### src/rtl/arf_write_arbiter_pkg.sv
// arf_write_arbiter_pkg: shared widths and modular index helper for the writeback arbiter.
package arf_write_arbiter_pkg;
  localparam int NUM_REQ_DEF = 4;
  localparam int ADDR_W_DEF = 5;
  localparam int DATA_W_DEF = 32;
  function automatic int wrap(input int i, input int n);
    return i % n;
  endfunction
endpackage

### src/rtl/arf_write_arbiter_if.sv
// arf_write_arbiter_if: requester handshake plus the two registered RAM write ports.
interface arf_write_arbiter_if
  import arf_write_arbiter_pkg::*;
#(
  parameter int NUM_REQ = NUM_REQ_DEF,
  parameter int ADDR_W  = ADDR_W_DEF,
  parameter int DATA_W  = DATA_W_DEF
);
  logic [NUM_REQ-1:0]        req_valid;
  logic [NUM_REQ-1:0]        req_ready;
  logic [NUM_REQ*ADDR_W-1:0] req_addr;
  logic [NUM_REQ*DATA_W-1:0] req_data;
  logic                      we1;
  logic                      we2;
  logic [ADDR_W-1:0]         waddr1;
  logic [ADDR_W-1:0]         waddr2;
  logic [DATA_W-1:0]         wdata1;
  logic [DATA_W-1:0]         wdata2;
  logic                      busy;
  modport master (output req_valid, req_addr, req_data,
                  input  req_ready, we1, we2, waddr1, waddr2, wdata1, wdata2, busy);
  modport slave  (input  req_valid, req_addr, req_data,
                  output req_ready, we1, we2, waddr1, waddr2, wdata1, wdata2, busy);
endinterface

### src/rtl/arf_write_arbiter_rr_pick.sv
// arf_write_arbiter_rr_pick: rotating first-one finder starting at i_start.
module arf_write_arbiter_rr_pick
  import arf_write_arbiter_pkg::*;
#(
  parameter int N = 4,
  localparam int W = $clog2(N)
) (
  input  logic [N-1:0] i_mask,
  input  logic [W-1:0] i_start,
  output logic         o_found,
  output logic [W-1:0] o_idx
);
  always_comb begin
    o_found = 1'b0;
    o_idx   = '0;
    for (int k = N - 1; k >= 0; k--)
      if (i_mask[wrap(int'(i_start) + k, N)]) begin
        o_found = 1'b1;
        o_idx   = W'(wrap(int'(i_start) + k, N));
      end
  end
endmodule

### src/rtl/arf_write_arbiter.sv
// arf_write_arbiter: round-robin scheduler of writeback requests onto two RAM write ports.
// Optional ARF_WARB_X0_DISCARD_EN: address-0 requests are acknowledged but never written.
module arf_write_arbiter
  import arf_write_arbiter_pkg::*;
#(
  parameter int NUM_REQ = NUM_REQ_DEF,
  parameter int ADDR_W  = ADDR_W_DEF,
  parameter int DATA_W  = DATA_W_DEF
) (
  input logic               clk,
  input logic               reset,
  arf_write_arbiter_if.slave bus
);
  localparam int RW = $clog2(NUM_REQ);
  logic [RW-1:0]      r_rr;
  logic               r_we1;
  logic               r_we2;
  logic [ADDR_W-1:0]  r_waddr1;
  logic [ADDR_W-1:0]  r_waddr2;
  logic [DATA_W-1:0]  r_wdata1;
  logic [DATA_W-1:0]  r_wdata2;
  logic               r_busy;
  logic [NUM_REQ-1:0] w_valid;
  logic [NUM_REQ-1:0] w_zero;
  logic [NUM_REQ-1:0] w_same;
  logic [NUM_REQ-1:0] w_cand;
  logic [NUM_REQ-1:0] w_grant;
  logic               w_fa;
  logic               w_fb;
  logic [RW-1:0]      w_ia;
  logic [RW-1:0]      w_ib;
  logic [RW-1:0]      w_last;
  logic [RW-1:0]      w_rr_nxt;
  logic [ADDR_W-1:0]  w_addr_a;
  logic [ADDR_W-1:0]  w_addr_b;
  logic [DATA_W-1:0]  w_data_a;
  logic [DATA_W-1:0]  w_data_b;
  assign w_valid = reset ? '0 : bus.req_valid;
  for (genvar g = 0; g < NUM_REQ; g++) begin : g_cmp
    assign w_zero[g] = bus.req_addr[g*ADDR_W +: ADDR_W] == '0;
    assign w_same[g] = bus.req_addr[g*ADDR_W +: ADDR_W] == w_addr_a;
  end
`ifdef ARF_WARB_X0_DISCARD_EN
  assign w_cand = w_valid & ~w_zero;
`else
  assign w_cand = w_valid;
`endif
  arf_write_arbiter_rr_pick #(.N(NUM_REQ)) u_pick_a (
    .i_mask (w_cand),
    .i_start(r_rr),
    .o_found(w_fa),
    .o_idx  (w_ia)
  );
  // B excludes A and every requester sharing A's address, so the ports never collide
  arf_write_arbiter_rr_pick #(.N(NUM_REQ)) u_pick_b (
    .i_mask (w_cand & ~w_same),
    .i_start(r_rr),
    .o_found(w_fb),
    .o_idx  (w_ib)
  );
  assign w_addr_a = bus.req_addr[int'(w_ia)*ADDR_W +: ADDR_W];
  assign w_addr_b = bus.req_addr[int'(w_ib)*ADDR_W +: ADDR_W];
  assign w_data_a = bus.req_data[int'(w_ia)*DATA_W +: DATA_W];
  assign w_data_b = bus.req_data[int'(w_ib)*DATA_W +: DATA_W];
  always_comb begin
    w_grant = (w_fa ? NUM_REQ'(1) << w_ia : '0) | (w_fb ? NUM_REQ'(1) << w_ib : '0);
`ifdef ARF_WARB_X0_DISCARD_EN
    w_grant = w_grant | (w_valid & w_zero);
`endif
  end
  assign bus.req_ready = w_grant;
  always_comb begin
    w_last = r_rr;
    for (int k = 0; k < NUM_REQ; k++)
      if (w_grant[wrap(int'(r_rr) + k, NUM_REQ)]) w_last = RW'(wrap(int'(r_rr) + k, NUM_REQ));
    w_rr_nxt = |w_grant ? RW'(wrap(int'(w_last) + 1, NUM_REQ)) : r_rr;
  end
  always_ff @(posedge clk) begin
    if (reset) begin
      r_rr     <= '0;
      r_we1    <= 1'b0;
      r_we2    <= 1'b0;
      r_waddr1 <= '0;
      r_waddr2 <= '0;
      r_wdata1 <= '0;
      r_wdata2 <= '0;
      r_busy   <= 1'b0;
    end else begin
      r_rr   <= w_rr_nxt;
      r_we1  <= w_fa;
      r_we2  <= w_fb;
      r_busy <= |(w_valid & ~w_grant);
      if (w_fa) begin
        r_waddr1 <= w_addr_a;
        r_wdata1 <= w_data_a;
      end
      if (w_fb) begin
        r_waddr2 <= w_addr_b;
        r_wdata2 <= w_data_b;
      end
    end
  end
  // a write staged before reset must not reach the RAM during the reset cycle
  assign bus.we1    = r_we1 & ~reset;
  assign bus.we2    = r_we2 & ~reset;
  assign bus.waddr1 = r_waddr1;
  assign bus.waddr2 = r_waddr2;
  assign bus.wdata1 = r_wdata1;
  assign bus.wdata2 = r_wdata2;
  assign bus.busy   = r_busy;
endmodule

### src/flat_wrapper.sv
// flat-port wrapper written by rule: the top's interface ports become plain ports
module arf_write_arbiter_flat import arf_write_arbiter_pkg::*;
#(
  parameter int NUM_REQ = NUM_REQ_DEF,
  parameter int ADDR_W  = ADDR_W_DEF,
  parameter int DATA_W  = DATA_W_DEF
)
  (clk, reset, bus_req_valid, bus_req_addr, bus_req_data, bus_req_ready, bus_we1, bus_we2, bus_waddr1, bus_waddr2, bus_wdata1, bus_wdata2, bus_busy);
  arf_write_arbiter_if #(.NUM_REQ(NUM_REQ), .ADDR_W(ADDR_W), .DATA_W(DATA_W)) bus_i ();
  input logic clk;
  input logic reset;
  input wire logic [$bits(bus_i.req_valid)-1:0] bus_req_valid;
  input wire logic [$bits(bus_i.req_addr)-1:0] bus_req_addr;
  input wire logic [$bits(bus_i.req_data)-1:0] bus_req_data;
  output wire logic [$bits(bus_i.req_ready)-1:0] bus_req_ready;
  output wire logic [$bits(bus_i.we1)-1:0] bus_we1;
  output wire logic [$bits(bus_i.we2)-1:0] bus_we2;
  output wire logic [$bits(bus_i.waddr1)-1:0] bus_waddr1;
  output wire logic [$bits(bus_i.waddr2)-1:0] bus_waddr2;
  output wire logic [$bits(bus_i.wdata1)-1:0] bus_wdata1;
  output wire logic [$bits(bus_i.wdata2)-1:0] bus_wdata2;
  output wire logic [$bits(bus_i.busy)-1:0] bus_busy;
  assign bus_i.req_valid = bus_req_valid;
  assign bus_i.req_addr = bus_req_addr;
  assign bus_i.req_data = bus_req_data;
  assign bus_req_ready = bus_i.req_ready;
  assign bus_we1 = bus_i.we1;
  assign bus_we2 = bus_i.we2;
  assign bus_waddr1 = bus_i.waddr1;
  assign bus_waddr2 = bus_i.waddr2;
  assign bus_wdata1 = bus_i.wdata1;
  assign bus_wdata2 = bus_i.wdata2;
  assign bus_busy = bus_i.busy;
  arf_write_arbiter #(.NUM_REQ(NUM_REQ), .ADDR_W(ADDR_W), .DATA_W(DATA_W)) u_core (.clk(clk), .reset(reset), .bus(bus_i));
endmodule
### config.mk
export PLATFORM = sky130hd
export DESIGN_NAME = arf_write_arbiter_flat
export DESIGN_NICKNAME = d
export VERILOG_FILES = /design/src/rtl/arf_write_arbiter_pkg.sv /design/src/rtl/arf_write_arbiter_if.sv /design/src/rtl/arf_write_arbiter_rr_pick.sv /design/src/rtl/arf_write_arbiter.sv /design/src/flat_wrapper.sv
export SDC_FILE = /design/constraint.sdc
export NUM_CORES = 1
export LEC_CHECK = 0
export ABC_AREA = 1
export BUFFER_PORTS_ARGS = -buffer_cell sky130_fd_sc_hd__buf_2
export CORE_AREA = 2 2 109 111
export DETAILED_ROUTE_END_ITERATION = 12
export DIE_AREA = 0 0 111 113
export PLACE_DENSITY = 0.82
export SKIP_LAST_GASP = 1
export SYNTH_ARGS = -nofsm -noshare
export SYNTH_HDL_FRONTEND = slang
export SYNTH_HIERARCHICAL = 1
export SYNTH_SLANG_ARGS = --single-unit
### constraint.sdc
create_clock -name clk -period 5.4 [get_ports clk]
set_input_delay 0.81 -clock clk [delete_from_list [all_inputs] [get_ports clk]]
set_output_delay 0.81 -clock clk [all_outputs]
set_load 0.01 [all_outputs]
* Yosys cells after proc, flatten, opt, wreduce, memory -nomap -nowiden *
Cells that the tools add are included.

cells by class
  $add $sub $neg = 4
  multiply operators = 2
  order comparisons = 4
  equal/unequal tests = 4
  shift-type cells = 6
  multiplexer cells = 53
  bitwise logic cells = 11
  reductions and logical operators = 5

operators by type and width
  cell                                                number
  indexed part select 128 x 8 -> 32 bit               2
  indexed part select 20 x 32 -> 5 bit                2
  two-way mux 1 bit                                   28
  binary-select mux 1 bit (select 2 bit)              11
  two-way mux 2 bit                                   11
  == test 5 bit                                       4
  < comparator 3 x 4 -> 1 bit, second input constant  3
  two-way mux 4 bit                                   3
  multiplier 2 x 3 -> 5 bit, second input constant    2
  bitwise AND 4 bit                                   2
  inverter 4 bit                                      2
  OR reduction 4 bit                                  2
  << shifter 1 x 2 -> 4 bit, first input constant     2
  OR reduction 2 bit                                  3
  adder 2 x 1 -> 2 bit, second input constant         2
  adder 2 bit, second input constant                  2
  bitwise OR 4 bit                                    1
  bitwise AND 1 bit, first input constant             3
  < comparator 2 x 3 -> 1 bit, second input constant  1
  bitwise AND 1 bit                                   2
  inverter 1 bit                                      1

storage, ports and cells
  register bits = 79
  input port bits = 154
  output and inout port bits = 81

* Longest topological paths before layout *
  depth in word-level cells = 32
  depth in mapped cells = 50
  gate-level depth less buffers = 46

* Cells and area by module *
Netlist, hierarchy kept.

modules (own cells, without submodules)
  module                     times used  cells each  area an instance (um^2)  sequential area each (um^2)
  arf_write_arbiter          1           673         4784.6                   1581.5
  arf_write_arbiter_rr_pick  2           46          212.7                    0.0

* Worst setup path after synthesis *
No wires, ideal clock.

  kind = input -> output
  start point = input port reset
  end point = output port bus_req_ready[0]
  data arrival time = 4.266 ns
  slack = 0.324 ns
  cell stages on the path = 32
  path buffers = 2
  cells stage by stage = clkbuf_1 > inv_1 > clkbuf_1 > nand2_1 > inv_1 > inv_1 > nand2_1 > and2_4 > nand2_2 > nand2_1 > inv_1 > a21boi_1 > inv_2 > nand2_4 > inv_4 > a22oi_1 > o221ai_2 > xor2_1 > nand3_1 > o21a_1 > inv_1 > nand2_2 > and2_4 > nand2_2 > nand2_2 > clkinv_2 > nand2_1 > nand2_1 > nand2_1 > nor2_1 > nand2_1 > nand2_2

on the way
  cells in the longest elaborated chain, start to end = 23
  elaborated cells between the ends (all ways) = 52
  classes of those cells = mul (1); eq/ne (4); shift (3); mux (41); bitwise (3)

ends and longest elaborated chain
  element                                               RTL line                         source
  from (decl)                                           flat_wrapper.sv:11               input logic reset;
  two-way mux 4 bit *                                   arf_write_arbiter.sv:38          assign w_valid = reset ? '0 : bus.req_valid;
  via u_core.w_cand[2]                                  arf_write_arbiter.sv:26          logic [NUM_REQ-1:0] w_cand;
  binary-select mux 1 bit (select 2 bit)                arf_write_arbiter_rr_pick.sv:17  if (i_mask[wrap(int'(i_start) + k, N)]) begin
  two-way mux 1 bit (implied by the code) (2 in a row)  arf_write_arbiter_rr_pick.sv:17
  two-way mux 2 bit (3 in a row)                        arf_write_arbiter_rr_pick.sv:17
  two-way mux 2 bit *                                   arf_write_arbiter_rr_pick.sv:17
  via u_core.w_ia[1]                                    arf_write_arbiter.sv:30          logic [RW-1:0] w_ia;
  multiplier 2 x 3 -> 5 bit *                           arf_write_arbiter.sv:61          assign w_addr_a = bus.req_addr[int'(w_ia)*ADDR_W +: ADDR_W];
  [... 4 more ...]                                      --
  binary-select mux 1 bit (select 2 bit)                arf_write_arbiter_rr_pick.sv:17
  two-way mux 1 bit (implied by the code) (2 in a row)  arf_write_arbiter_rr_pick.sv:17
  two-way mux 2 bit (3 in a row)                        arf_write_arbiter_rr_pick.sv:17
  two-way mux 2 bit *                                   arf_write_arbiter_rr_pick.sv:17
  via u_core.w_ib[0]                                    arf_write_arbiter.sv:31          logic [RW-1:0] w_ib;
  << shifter 1 x 2 -> 4 bit *                           arf_write_arbiter.sv:66          w_grant = (w_fa ? NUM_REQ'(1) << w_ia : '0) | (w_fb ? NUM_REQ'(1) << w_ib : '0);
  two-way mux 4 bit *                                   arf_write_arbiter.sv:66
  bitwise OR 4 bit *                                    arf_write_arbiter.sv:66
  to (decl)                                             flat_wrapper.sv:15               output wire logic [$bits(bus_i.req_ready)-1:0] bus_req_ready;

The timed path passes the listed nets; every way through them passes the cells marked *. The select of a mux whose other input is x is not followed.

* Worst setup path after layout *
Ends and elaborated chain as after synthesis.

==> results_dict.tcl <==
set metrics [dict create \
    grt-ovfl-total 0 \
    detail_route.first_pass.iterations 6 \
    die_y_um 113 \
    yosysSeqAreaShare_pct 30.4 \
    cts_hold_buf 0 \
    switching_share_pct 50.2 \
    critPathLaunchType "input port" \
    synth_area_leaders "dfxtp_1, a221oi_1, inv_1, o22ai_1, nand2_1" \
    grt_pass1_wl_um 29000 \
    start_util_pct 46.2 \
    critPathLaunch "reset" \
    seq_power_share_pct 18.0 \
    ys.flop_type "dfxtp_1" \
    drv_slew 0 \
    syn_avg_cell_area_um2 6.81 \
    coreArea_um2 11300 \
    maxCapViolations 0 \
    crit_required_ps 4590 \
    clk_pin_slew_ps 60 \
    drtIter0Drc 716 \
    hold_class "reg2reg" \
    synth_top_area_share_pct 30.4 \
    gp_congestion 0.907 \
    setup_viol 0 \
    syn2layout_area_growth_pct 32.4 \
    rows 39 \
    cts_tree "built" \
    cts_root_buf "clkbuf_16" \
    p_leak_nw 3.58 \
    synth_edf_count 0 \
    hp-start "u_core/bus.waddr1[4]$_SDFFE_PP0P_" \
    io_buffers 234 \
    synth_top_cell_by_area "dfxtp_1" \
    grt_start_max_net_pins 74 \
    hpwl_um 13200 \
    yosysMostFrequentCell "inv_1" \
    die_area_um2 12500 \
    path_class "in2out" \
    outcome "finished clean" \
    layout-drive-gt1-share_pct 33.5 \
    pwr-share-clk_pct 12.2 \
    p_comb_share_pct 69.8 \
    die_x_um 111 \
    clockBufferDepth 2 \
    drt.antenna.violating_nets 0 \
    io_pins 235 \
    max-slew-margin-rel_pct 40.0 \
    synth-seq-cells 79 \
    routed_wl_um 18600 \
    power_switching_w 0.00260 \
    antenna_found_initial 1 \
    clock_latency_ps 330 \
    irDropWorstVdd_v 0.000600 \
    place_inst 1105 \
    period_needed_ps 5100 \
    max_stage_delay_ps 180 \
    antennaDiodeCount 0 \
    synth_nets 919 \
    clock_sinks 79 \
    synthCells 765 \
    timing.final.ws_setup_ps 295 \
    grt_pass1_vias 5876 \
    cp-end-kind "output pin" \
    timing.critical_path.mode_cell "nand2_1" \
    crit_slowest_cell "o21ai_1" \
    place_ws_ps 221 \
    ys_warn_count 6 \
    finalHoldViolations 0 \
    track_usage_pct 28.3 \
    h-tree-depth 3 \
    fmax_ghz 0.196 \
    stdcell_count 1128 \
    drc 0 \
    synth_common_cells "inv_1, nand2_1, dfxtp_1" \
    synthArstFlopShare_pct 0 \
    critPathMaxFanout 8 \
    powerDensity_nw_per_um2 752 \
    synthesis.area_um2 5210 \
    wire_per_inst_um 16.5 \
    r2r_start "u_core/r_rr[0]$_SDFFE_PP0P_" \
    fin_nets 1134 \
    yosysUniqueCellTypes 39 \
    period_share_pct 94.5 \
    p_int_w 0.00258 \
    hold_slack_ps 484 \
    tightest_slew_ps 898 \
    crit_arrival_ps 4290 \
    cts_made_buffers 9 \
    num_vias 6553 \
    finClkSkew_ps 9.53 \
    avgViaCountPerCell 5.81 \
]
cell usage in the layout (no fill, tap or decap), drive strengths merged, types with 7 or more instances in the layout:
cell	Yosys	layout
dfxtp	79	79
clkbuf	46	11
o21ai	82	82
inv	128	128
a21oi	77	77
a221oi	69	69
buf	11	261
nand3	38	38
xor2	7	7
o22ai	69	69
nor2	23	23
nand2	112	112
cell families (layout without fill, tap and decap cells):
kind of cell | Yosys count | count (layout) | share of synthesized area (%)
simple gates | 180 | 180 | 15.7
compound gates | 310 | 310 | 38.1
flops | 79 | 79 | 30.4
xor+xnor | 9 | 9 | 1.51
buf+inv | 187 | 407 | 14.3
state kept, by name (all words and copies together) (netlist names):
signal             count
u_core/bus.busy        1
u_core/bus.waddr1      5
u_core/bus.waddr2      5
u_core/bus.wdata1     32
u_core/bus.wdata2     32
u_core/r_rr            2
u_core/r_we1           1
u_core/r_we2           1
layer usage:
layer	global-route usage (%)	part of all wire [%]	vias up
met2	48.8	49	416
met4	11.1	2.9	2
li1	-	-	3145
met5	0	0.070	-
met3	4.98	9.2	54
met1	35.5	39	2936
final cells by class:
type	count	area, µm²
inverter	130	495
timing repair buffer	261	1400
clock inverter	5	56.3
sequential	79	1580
fill	1013	4370
multi-input combinational	499	2930
clock buffer	11	253
tap	143	179
per-stage QoR:
step                      area (µm²)  power, W  TNS [ps]  utilization (%)
after global placement          6500   0.00430         0             57.7
after CTS                       6810   0.00499         0             60.4
after floorplan                 5210   0.00336         0                -
after detailed placement        6500   0.00435         0             57.7
after global routing            6900   0.00556      -138             61.2
final                           6900   0.00519         0             61.2
power groups by stage:
| stage | combinational [W] | sequential [W] | clock [W] |
|---|---|---|---|
| 2_1_floorplan | 0.00232 | 0.00105 | 0 |
| 3_3_place_gp | 0.00336 | 0.000938 | 0 |
| 3_5_place_dp | 0.00341 | 0.000942 | 0 |
| 4_1_cts | 0.00342 | 0.000935 | 0.000639 |
| 5_1_grt | 0.00394 | 0.000959 | 0.000663 |
| 6_report | 0.00362 | 0.000935 | 0.000631 |
what timing repair did:
item / 4_1_cts / 5_1_grt
setup endpoints to repair: 0 / 12
buffers inserted: 0 / 7
gates resized for setup: 0 / 10
critical path: cells and delay by family:
kind	cells	cell delay, ps
buffers and inverters	10	970
AOI/OAI and AO/OA	6	830
and+or+nand+nor	18	1650
final timing paths:
check,end,slack (ps),cells past startpoint
max,bus_req_ready[0],300,34
min,u_core/bus.waddr1[4]$_SDFFE_PP0P_,480,2
max reg2reg,u_core/bus.wdata2[17]$_SDFFE_PP0P_,730,31
min reg2reg,u_core/bus.waddr1[4]$_SDFFE_PP0P_,480,2
No activity file was read; power rests on OpenSTA's default activity.
